==> src/rtl/logic_op_stream.sv <==
// logic_op_stream: two-stage valid/ready bitwise logic pipeline with result flags and transfer counter
module logic_op_stream #(
    parameter int WIDTH   = 4,
    parameter int COUNT_W = 16
) (
    input  logic               clk,
    input  logic               rst,
    input  logic               in_valid,
    output logic               in_ready,
    input  logic [WIDTH-1:0]   in_a,
    input  logic [WIDTH-1:0]   in_b,
    input  logic [2:0]         in_op,
    output logic               out_valid,
    input  logic               out_ready,
    output logic [WIDTH-1:0]   out_y,
    output logic               out_zero,
    output logic               out_parity,
    output logic [COUNT_W-1:0] xfer_count
);
    logic               v1_q, v2_q, zero2_q, par2_q, adv1, adv2;
    logic [WIDTH-1:0]   a1_q, b1_q, y2_q, y_d;
    logic [2:0]         op1_q;
    logic [COUNT_W-1:0] cnt_q, cnt_d;
    assign adv2       = !v2_q || out_ready;
    assign adv1       = !v1_q || adv2;
    assign in_ready   = adv1 || rst;
    assign out_valid  = v2_q;
    assign out_y      = y2_q;
    assign out_zero   = zero2_q;
    assign out_parity = par2_q;
    assign xfer_count = cnt_q;
    assign cnt_d      = (v2_q && out_ready) ? cnt_q + COUNT_W'(1) : cnt_q;
    always_comb begin
        y_d = a1_q;
        case (op1_q)
            3'd0: y_d = a1_q & b1_q;
            3'd1: y_d = a1_q | b1_q;
            3'd2: y_d = a1_q ^ b1_q;
            3'd3: y_d = ~(a1_q & b1_q);
            3'd4: y_d = ~(a1_q | b1_q);
            3'd5: y_d = ~(a1_q ^ b1_q);
            3'd6: y_d = a1_q & ~b1_q;
            default: y_d = a1_q;
        endcase
    end
    always_ff @(posedge clk) begin
        if (rst) begin
            v1_q    <= 1'b0;
            v2_q    <= 1'b0;
            a1_q    <= '0;
            b1_q    <= '0;
            op1_q   <= '0;
            y2_q    <= '0;
            zero2_q <= 1'b0;
            par2_q  <= 1'b0;
            cnt_q   <= '0;
        end else begin
            cnt_q <= cnt_d;
            if (adv2) begin
                v2_q <= v1_q;
                if (v1_q) begin
                    y2_q    <= y_d;
                    zero2_q <= (y_d == '0);
                    par2_q  <= ^y_d;
                end
            end
            if (adv1) begin
                v1_q <= in_valid;
                if (in_valid) begin
                    a1_q  <= in_a;
                    b1_q  <= in_b;
                    op1_q <= in_op;
                end
            end
        end
    end
endmodule

==> config.mk <==
export PLATFORM = sky130hd
export DESIGN_NAME = logic_op_stream
export DESIGN_NICKNAME = d
export VERILOG_FILES = /design/src/rtl/logic_op_stream.sv
export SDC_FILE = /design/constraint.sdc
export NUM_CORES = 1
export LEC_CHECK = 0
export BUFFER_PORTS_ARGS = -buffer_cell sky130_fd_sc_hd__buf_2
export CAP_MARGIN = 15
export CORE_MARGIN = 2
export CORE_UTILIZATION = 59
export DETAILED_ROUTE_END_ITERATION = 10
export PLACE_DENSITY = 0.9
export REMOVE_ABC_BUFFERS = 1
export SLEW_MARGIN = 20
export SYNTH_ARGS = -nofsm -noshare
export SYNTH_HDL_FRONTEND = slang
export SYNTH_SLANG_ARGS = --single-unit
==> constraint.sdc <==
create_clock -name clk -period 3.66 [get_ports clk]
set_input_delay 0.366 -clock clk [delete_from_list [all_inputs] [get_ports clk]]
set_output_delay 0.366 -clock clk [all_outputs]
set_load 0.1 [all_outputs]
==> summary.md, run 1 <==
| Metric | Value |
|---|---|
| Status | finished clean |
| Leak | between 0.0009 and 0.001 uW |
| GPL Wtd Cong | 0.777 |
| Min-Delay Path Class | in -> reg |
| Final std cells w/o fill | 311 |
| Synth cell count leaders | 35 x dfxtp_1, 23 x nand2_1, 20 x a21oi_1, 20 x nand3_1, 17 x nor2_1 |
| Worst-Skew Late Latency | 0.34 ns |
| P&R area growth vs syn | 13.8% |
| Post-route setup TNS | 0 ns |
| Hold Violations, Final | 0 |
| Register area share after synthesis | 35.9% |
| Clk buf depth | 2 |
| Syn avg cell area | 8.40 sq um |
| Htree depth | 2 |
| Core Region | 0.00310 sq mm |
| Power density over cell area | 348 mW/mm^2 |
| Vias per cell | 5.57 |
| Diode count | 0 |
| Vias | about 1.7k |
| Worst-margin pin slew | 0.789 ns |
| Layout cells sized above 1 | 19.9% |
| Buffers on Ports | 38 |
| FF-to-FF path depth | 7 |
| Pin count of the biggest net entering global routing | 40 |
| Root Buffer | clkbuf_4 |
| Nets | 297 |
| WL final | 4050 um |
| Placed cells | 304 |
| Grt ovf | 0 |
| Final setup fails | 0 |
| Worst EP required | 3.93 ns |
| First-pass GRT wire length | 6400 um |
| CP endpoint | out_parity |
| Die width | around 61 um |
| Fillers | 271 |
| Crit path kind | reg -> reg |
| Final antenna-violating net count | 0 |
| TritonCTS buffer count | 5 |
| Final core utilization | 71.5% |
| IO Count | 39 |
| Worst-path clk slew | 0.10 ns |
| DR iter-0 viols | between 100 and 150 |
| Post-CTS sizing | 0 |
| Antenna violations before repair | 0 |
| Synth Instances | 232 |
| TritonCTS clock tree | yes |
| Slew HR | a little under half |
| HPWL Detailed | 2930 um |
| Number of synthesized flops with an enable pin | 0 |
| Seq cells post-synth | 35 |
| Die footprint | roughly 0.0038 sq mm |
| Drt wl/cell | 13.0 um |
| Yosys top cell area share | 35.9% |
| Minimum clock period | approximately 2.4 ns |
| Max VDD drop | 0.253 mV |
| Yosys cell types | 42 |
| Hold_buf cts | 0 |
| Leading area contributor after synthesis | dfxtp_1 |
| CP max FO | 21 |
| Vias in the first global route | 1,511 |
| GRT Total Usage | between 20% and 30% |
| Die Height | 61.5 um |
| Worst setup SP type | flip-flop |
| Drt first pass iters | 4 |
| Post-synth top flop | dfxtp_1 |
| Clock skew | ~0.0096 ns |
| Reg2reg start | op1_q[1] |
| Fin. max-slew vios | 0 |
| Crit. End Element | flip-flop |
| Clock Sinks | 35 |
| Tcrit/Tclk final | ~65% |
| Remaining DRCs | 0 |
| Synthesis Warnings | 0 |
| R2R Path End | out_parity |
| # Max-Cap Violations | 0 |
| Largest cells by area after synthesis | dfxtp_1 36%, ha_1 9.6%, a21oi_1 5.1% |
| Post-synthesis async set-or-reset flop share | 0% |
| R2R Setup Slk | 1.28 ns |
| Initial Util | 62.8% |
| F_max | 420 MHz |
| Most frequent cell after synthesis | dfxtp_1 |
| Unrepaired setup endpoints after global routing | false |
| Rows | 20 |
| Crit path from | op1_q[1] |
| Hold path cells | 3 |
| Setup Fix Bufs, Post-CTS | 0 |
| Synth Cell Area | between 0.0015 and 0.002 sq mm |
| Arrival time worst endpoint | approximately 2.7 ns |
-- logic make-up after synthesis --
logic type / after synthesis / synth area share [%]
and+or+nand+nor: 97 / 26.7
buffers and inverters: 24 / 4.75
AOI/OAI and AO/OA: 39 / 12.0
DFF: 35 / 35.9
muxes: 12 / 6.48
xor gates and xnor gates: 10 / 4.49
adders and majority gates: 15 / 9.63
-- final cells by class --
type,count,area (sq um),share of cell area [%]
clock buffers,6,51.3,2.31
clock inverters,1,5.00,0.226
inverters,12,45.0,2.03
multi-input cells,173,1160,52.1
flip-flops and latches,35,701,31.6
well taps,44,55.1,2.48
repair buffers,40,205,9.25
-- flip-flops by register name, summed over array words and instances, names as in the netlist --
name        count
out_parity      1
out_valid       1
a1_q            4
xfer_count     16
out_zero        1
b1_q            4
op1_q           3
out_y           4
v1_q            1
-- layer usage --
layer  wire (um)  up-vias  GRT usage, %
li1            -      876             -
met1        1790      807          25.9
met2        2010       43          41.1
met3         194        6          6.93
met4          51        0          6.38
met5           0        -             0
-- cell usage in the layout, fill, tap and decap left out, types with 6 or more instances in the layout --
cell      count
nand3_1      20
nand2b_1      6
nand2_1      23
buf_2        38
xnor2_1       6
dfxtp_1      35
nor2_1       17
mux2i_1       7
ha_1         15
a21oi_1      20
inv_1        12
-- metrics by stage --
| stage | total power [uW] | hold slack [ns] | setup WS, ns | cell area (sq um) |
|---|---|---|---|---|
| floorplan | 525 | 0.435 | 1.13 | 1900 |
| global placement | 560 | 0.445 | 1.41 | 2160 |
| detailed placement | 566 | 0.454 | 1.29 | 2160 |
| CTS | 777 | 0.260 | 1.29 | 2220 |
| global route | 812 | 0.264 | 1.10 | 2220 |
| finish | 772 | 0.266 | 1.28 | 2220 |
-- worst max-delay path, cell delays in order, from the launching register on --
cell,delay [ns]
dfxtp_1,0.85
mux2_2,0.41
o221ai_1,0.17
o21a_1,0.17
nand2b_1,0.11
ha_1,0.24
xnor2_1,0.14
a211oi_1,0.22
-- worst min path at each step --
stage / slack (ns) / endpoint / startpoint
after global placement: 0.44 / out_zero / out_zero
after CTS: 0.26 / b1_q[1] / in_b[1]
after detailed placement: 0.45 / out_zero / out_zero
after global routing: 0.26 / b1_q[2] / in_b[2]
after floorplan: 0.44 / a1_q[0] / rst
final: 0.27 / b1_q[1] / in_b[1]
-- power by group --
group	switching, uW	leakage [uW]	internal (uW)
logic	97.6	0.000595	50.1
registers	16.9	0.000285	394
clock network	125	0.0000341	88.9
total	240	0.000915	533
Note: power is estimated with default switching activity, not from simulation.
==> run 2, diff against run 1 <==
--- a/config.mk
+++ b/config.mk
@@ -8,9 +8,9 @@
 export BUFFER_PORTS_ARGS = -buffer_cell sky130_fd_sc_hd__buf_2
 export CAP_MARGIN = 15
 export CORE_MARGIN = 2
-export CORE_UTILIZATION = 59
+export CORE_UTILIZATION = 54
 export DETAILED_ROUTE_END_ITERATION = 10
-export PLACE_DENSITY = 0.9
+export PLACE_DENSITY = 0.84
 export REMOVE_ABC_BUFFERS = 1
 export SLEW_MARGIN = 20
 export SYNTH_ARGS = -nofsm -noshare
==> constraint.sdc (replaced) <==
create_clock -name clk -period 2.35 [get_ports clk]
set_input_delay 0.235 -clock clk [delete_from_list [all_inputs] [get_ports clk]]
set_output_delay 0.235 -clock clk [all_outputs]
set_load 0.1 [all_outputs]
==> run 2 against run 1 <==
Wire length is 1.8% lower. Sequential power rose by 55%. Power increased by 54%. Count of clock-buffer cells in the layout unchanged. Die area increased by 8.6%. Sequential share of layout area decreased by 0.21 points. First-iteration DRC count decreased by 32%. Clock skew up 0.0038 ns. Global-route usage shrank 0.93 points. Clock power increased by 48%. Combinational power up 58%. Critical path depth did not move.
==> summary.md, run 2 (synthesized netlist as in run 1, its figures left out) <==
| Metric | Value |
|---|---|
| Status | finished clean |
| Family with the most delay on the worst path | flip-flops |
| Final antenna-violating net count | 0 |
| Drt wl/cell | 12.6 um |
| Most common cell after layout, fill and taps aside | buf_2 |
| Power density over cell area | 531 mW/mm^2 |
| Max reg flops | 16 |
| Fin. max-slew vios | 0 |
| First-pass GRT wire length | 7180 um |
| Htree depth | 2 |
| Clock skew | 0.0134 ns |
| Worst setup SP type | flip-flop |
| Slew HR | 64.7% |
| Clock Sinks | 35 |
| TritonCTS buffer count | 5 |
| R2R Path End | out_parity |
| Die footprint | between 0.004 and 0.005 sq mm |
| P&R area growth vs syn | 14.6% |
| Drt first pass iters | 4 |
| Clk buf depth | 2 |
| GRT Total Usage | 21.9% |
| Buffers on Ports | 38 |
| GPL Wtd Cong | 0.840 |
| IO Count | 39 |
| Most frequent cells in the layout | 38 x buf_2, 35 x dfxtp_1, 23 x nand2_1, 20 x nand3_1, 20 x a21oi_1 |
| Slowest cell on crit path | dfxtp_1 |
| Hold_buf cts | 0 |
| Crit. End Element | flip-flop |
| Placed cells | 308 |
| Setup Fix Bufs, Post-CTS | 0 |
| CP max stage delay | 0.56 ns |
| Worst-path clk slew | 0.10 ns |
| Core Region | 0.00339 sq mm |
| Worst EP required | 2.61 ns |
| Minimum clock period | 2.08 ns |
| CP max FO | 12 |
| DR iter-0 viols | 78 |
| Remaining DRCs | 0 |
| Layout cells sized above 1 | 20.4% |
| Die width | 64.1 um |
| Final core utilization | 65.9% |
| Unrepaired setup endpoints after global routing | false |
| Grt ovf | 0 |
| Tcrit/Tclk final | 88.7% |
| Rows | 21 |
| F_max | around 480 MHz |
| Final worst-path setup slack | 0.265 ns |
| Worst-margin pin slew | 0.529 ns |
| # Max-Cap Violations | 0 |
| Worst-Skew Late Latency | 0.34 ns |
| Vias per cell | 5.54 |
| Die Height | approximately 64 um |
| FF-to-FF path depth | 7 |
| Arrival time worst endpoint | 2.34 ns |
| Hold endpoint | b1_q[0] |
| Crit path kind | reg -> reg |
| WP buf/inv | 0 |
| Post-route setup TNS | 0 ns |
| Crit path from | op1_q[1] |
| Root Buffer | clkbuf_4 |
| Reg2reg start | op1_q[1] |
| Min-Delay Path Class | in -> reg |
| R2R Setup Slk | 0.27 ns |
| Antenna violations before repair | 0 |
| Pin count of the biggest net entering global routing | 30 |
| Initial Util | 57.5% |
| WL final | 3980 um |
| Hold Violations, Final | 0 |
| Diode count | 0 |
| Final setup fails | 0 |
| Leak | 0.000919 uW |
| Final std cells w/o fill | around 320 |
| TritonCTS clock tree | yes |
| Place WS | 0.277 ns |
| CP Cell Sequence | mux2_2 -> o221ai_1 -> o21a_1 -> nand2b_1 -> ha_1 -> xnor2_1 -> a211oi_1 |
| Nets | 299 |
| Max VDD drop | between 0.3 and 0.4 mV |
| Hold path cells | 3 |
| HPWL Detailed | 2950 um |
| Vias in the first global route | about 1.6k |
| Post-CTS sizing | 0 |
| Vias | roughly 1.8k |
| Worst Min Path Start | in_b[0] |
| Hold WS | approximately 0.14 ns |
==> run 2: cell types whose count changed in the layout (fill, tap and decap cells not counted) <==
cell | before | now
buf_4 | 2 | 4
clkbuf_1 | 0 | 1
clkinvlp_4 | 0 | 1
clkbuf_8 | 1 | 0
==> run 2: worst max path at each step <==
stage	endpoint	slack, ns	cells after the start
after floorplan	in_ready	-0.05	2
after global placement	out_parity	0.39	7
after detailed placement	out_parity	0.28	7
after CTS	out_parity	0.25	7
after global routing	out_parity	0.14	7
final	out_parity	0.27	7
==> run 2: power by group <==
| part | internal (uW) | total, uW | leakage, uW | switching, uW |
|---|---|---|---|---|
| clock network | 115 | 316 | 0.0000282 | 201 |
| logic | 79.9 | 234 | 0.000606 | 154 |
| registers | 614 | 637 | 0.000285 | 23.5 |
==> run 2: routing by layer <==
metal	vias up	track usage (%)	part of all wire, %
li1	883	-	-
met1	823	29.8	48
met2	38	33.6	47
met3	7	5.28	3.4
met4	0	7.61	1.8
met5	-	0	0
==> run 2: final cells by class <==
| type | instances | area (sq um) |
|---|---|---|
| clock buffer | 6 | 41.3 |
| clock inverter | 2 | 12.5 |
| fill | 298 | 1160 |
| inverter | 12 | 45.0 |
| multi-input combinational | 173 | 1160 |
| sequential | 35 | 701 |
| tap | 46 | 57.6 |
| timing repair buffer | 42 | 220 |
==> run 2: worst min-delay path: cells and delay by family <==
kind	cells	cell delay [ns]
AO/OA/AOI/OAI	1	0.05
buffers and inverters	1	0.09
AND/OR/NAND/NOR	1	0.05
==> run 2: stage by stage <==
step | power (uW) | area (sq um)
after floorplan | 818 | 1900
after global placement | 874 | 2180
after detailed placement | 884 | 2180
after CTS | 1200 | 2230
after global routing | 1260 | 2230
final | 1190 | 2230
==> run 3, diff against run 2 <==
--- a/config.mk
+++ b/config.mk
@@ -8,9 +8,9 @@
 export BUFFER_PORTS_ARGS = -buffer_cell sky130_fd_sc_hd__buf_2
 export CAP_MARGIN = 15
 export CORE_MARGIN = 2
-export CORE_UTILIZATION = 54
+export CORE_UTILIZATION = 59
 export DETAILED_ROUTE_END_ITERATION = 10
-export PLACE_DENSITY = 0.84
+export PLACE_DENSITY = 0.9
 export REMOVE_ABC_BUFFERS = 1
 export SLEW_MARGIN = 20
 export SYNTH_ARGS = -nofsm -noshare
==> constraint.sdc (replaced) <==
create_clock -name clk -period 2.47 [get_ports clk]
set_input_delay 0.247 -clock clk [delete_from_list [all_inputs] [get_ports clk]]
set_output_delay 0.247 -clock clk [all_outputs]
set_load 0.1 [all_outputs]
==> run 3 against run 2 <==
Clock skew up 0.00085 ns. First-iteration DRC count down 41%. Cell count down 0.63%. Critical endpoint unchanged. Largest power group unchanged.
==> summary.md, run 3 (synthesized netlist as in run 1, its figures left out) <==
| Metric | Value |
|---|---|
| Status | finished clean |
| Final setup fails | 0 |
| Core Region | ~0.0031 sq mm |
| Internal | 769 uW |
| Vias per cell | 5.64 |
| Arrival time worst endpoint | 2.39 ns |
| Min-Delay Path Class | in -> reg |
| WP buf/inv | 0 |
| Minimum clock period | 2.12 ns |
| Die width | just over 60 um |
| CP max stage delay | 0.59 ns |
| WL final | 4090 um |
| TritonCTS clock tree | yes |
| HPWL Detailed | 3090 um |
| # Max-Cap Violations | 0 |
| Family with the most delay on the worst path | flip-flops |
| Hold endpoint | a1_q[2] |
| Final core utilization | 72.0% |
| P&R area growth vs syn | 14.6% |
| GRT Total Usage | 24.1% |
| Slew HR | about three fifths |
| Worst Min Path Start | in_a[2] |
| Vias | 1,770 |
| Fin. max-slew vios | 0 |
| Remaining DRCs | 0 |
| Leak | 0.000918 uW |
| F_max | 472 MHz |
| Die footprint | 0.00378 sq mm |
| Post-route setup TNS | 0 ns |
| Most common cell after layout, fill and taps aside | buf_2 |
| Worst-margin pin slew | 0.570 ns |
| Critical path depth | 7 |
| Diode count | 0 |
| Rows | 20 |
| Hold Violations, Final | 0 |
| Clock skew | 0.0143 ns |
| Nets | 299 |
| Hold path cells | 3 |
| FF-to-FF path depth | 7 |
| Placed cells | 306 |
| Worst-path clk slew | between 0.1 and 0.15 ns |
| Comb power frac | between 10% and 20% |
| Final std cells w/o fill | 314 |
| Worst-Skew Late Latency | 0.35 ns |
| Power density over cell area | 509 mW/mm^2 |
| Max reg flops | 16 |
| R2R Path End | out_parity |
| Pin count of the biggest net entering global routing | 28 |
| Drt wl/cell | between 10 and 15 um |
| Sw frac | 32.4% |
| IO Count | 39 |
| Net Sw Power | approximately 370 uW |
| Unrepaired setup endpoints after global routing | false |
| Layout cells sized above 1 | 20.7% |
| Initial Util | 62.8% |
| Final antenna-violating net count | 0 |
| Reg power frac | 53.3% |
| Vias in the first global route | 1,563 |
| GPL Wtd Cong | 0.812 |
| First-pass GRT wire length | between 6000 and 7000 um |
| R2R Setup Slk | 0.35 ns |
| Slowest cell on crit path | dfxtp_1 |
| Most frequent cells in the layout | 38 x buf_2, 35 x dfxtp_1, 23 x nand2_1, 20 x nand3_1, 20 x a21oi_1 |
| Max VDD drop | 0.343 mV |
| Buffers on Ports | 38 |
| Clock Power Share | a little over a quarter |
| Crit path kind | reg -> reg |
| Root Buffer | clkbuf_4 |
| Grt ovf | 0 |
| Post-CTS sizing | 0 |
| TritonCTS buffer count | 5 |
| Tcrit/Tclk final | 85.7% |
| Hold_buf cts | 0 |
| CP Cell Sequence | mux2_2 -> o221ai_1 -> o21a_1 -> nand2b_1 -> ha_1 -> xnor2_1 -> a211oi_1 |
| Die Height | roughly 61 um |
| Reg2reg start | op1_q[1] |
| Clk buf depth | 2 |
| Crit. End Element | flip-flop |
| Setup Fix Bufs, Post-CTS | 0 |
| Drt first pass iters | 4 |
| Antenna violations before repair | 0 |
| Worst setup SP type | flip-flop |
| Htree depth | 2 |
| Clock Sinks | 35 |
| CP max FO | 12 |
| DR iter-0 viols | 46 |
| Worst EP required | 2.74 ns |
==> run 3: power by group through the flow <==
stage               combinational [uW]  sequential (uW)  clock, uW
global route                       247              609        346
CTS                                224              606        317
floorplan                          100              678          0
detailed placement                 223              618          0
global placement                   215              618          0
finish                             225              606        307
==> run 3: cell type report <==
cell class | count | area (sq um)
Sequential cell | 35 | 701
Tap cell | 44 | 55.1
Timing Repair Buffer | 42 | 220
Fill cell | 270 | 868
Multi-Input combinational cell | 173 | 1160
Inverter | 12 | 45.0
Clock inverter | 3 | 20.0
Clock buffer | 5 | 37.5
==> run 3: worst max-delay path by stage <==
stage                    from  slack, ns    endpoint
floorplan           out_valid       0.06    in_ready
global placement     op1_q[1]       0.48  out_parity
detailed placement   op1_q[1]       0.38  out_parity
CTS                  op1_q[1]       0.37  out_parity
global route         op1_q[1]       0.22  out_parity
finish               op1_q[1]       0.35  out_parity
==> run 3: per-layer routing <==
| metal | up-vias | GRT usage [%] | part of all wire (%) |
|---|---|---|---|
| li1 | 888 | - | - |
| met1 | 839 | 29.0 | 44 |
| met2 | 36 | 41.7 | 51 |
| met3 | 7 | 5.25 | 3.5 |
| met4 | 0 | 9.42 | 1.5 |
| met5 | - | 0 | 0 |
==> run 3: worst register-to-register path, stage by stage, from the launching register on <==
cell	delay, ns
dfxtp_1	0.59
mux2_2	0.39
o221ai_1	0.16
o21a_1	0.17
nand2b_1	0.12
ha_1	0.25
xnor2_1	0.14
a211oi_1	0.23
==> run 3: per-stage QoR <==
step	hold slack, ns	setup WS, ns	instance area [sq um]	total power [uW]
after global routing	0.130	0.216	2230	1200
after CTS	0.126	0.366	2230	1150
final	0.139	0.352	2230	1140
after detailed placement	0.471	0.382	2180	841
after floorplan	0.316	0.0600	1900	779
after global placement	0.447	0.479	2180	832
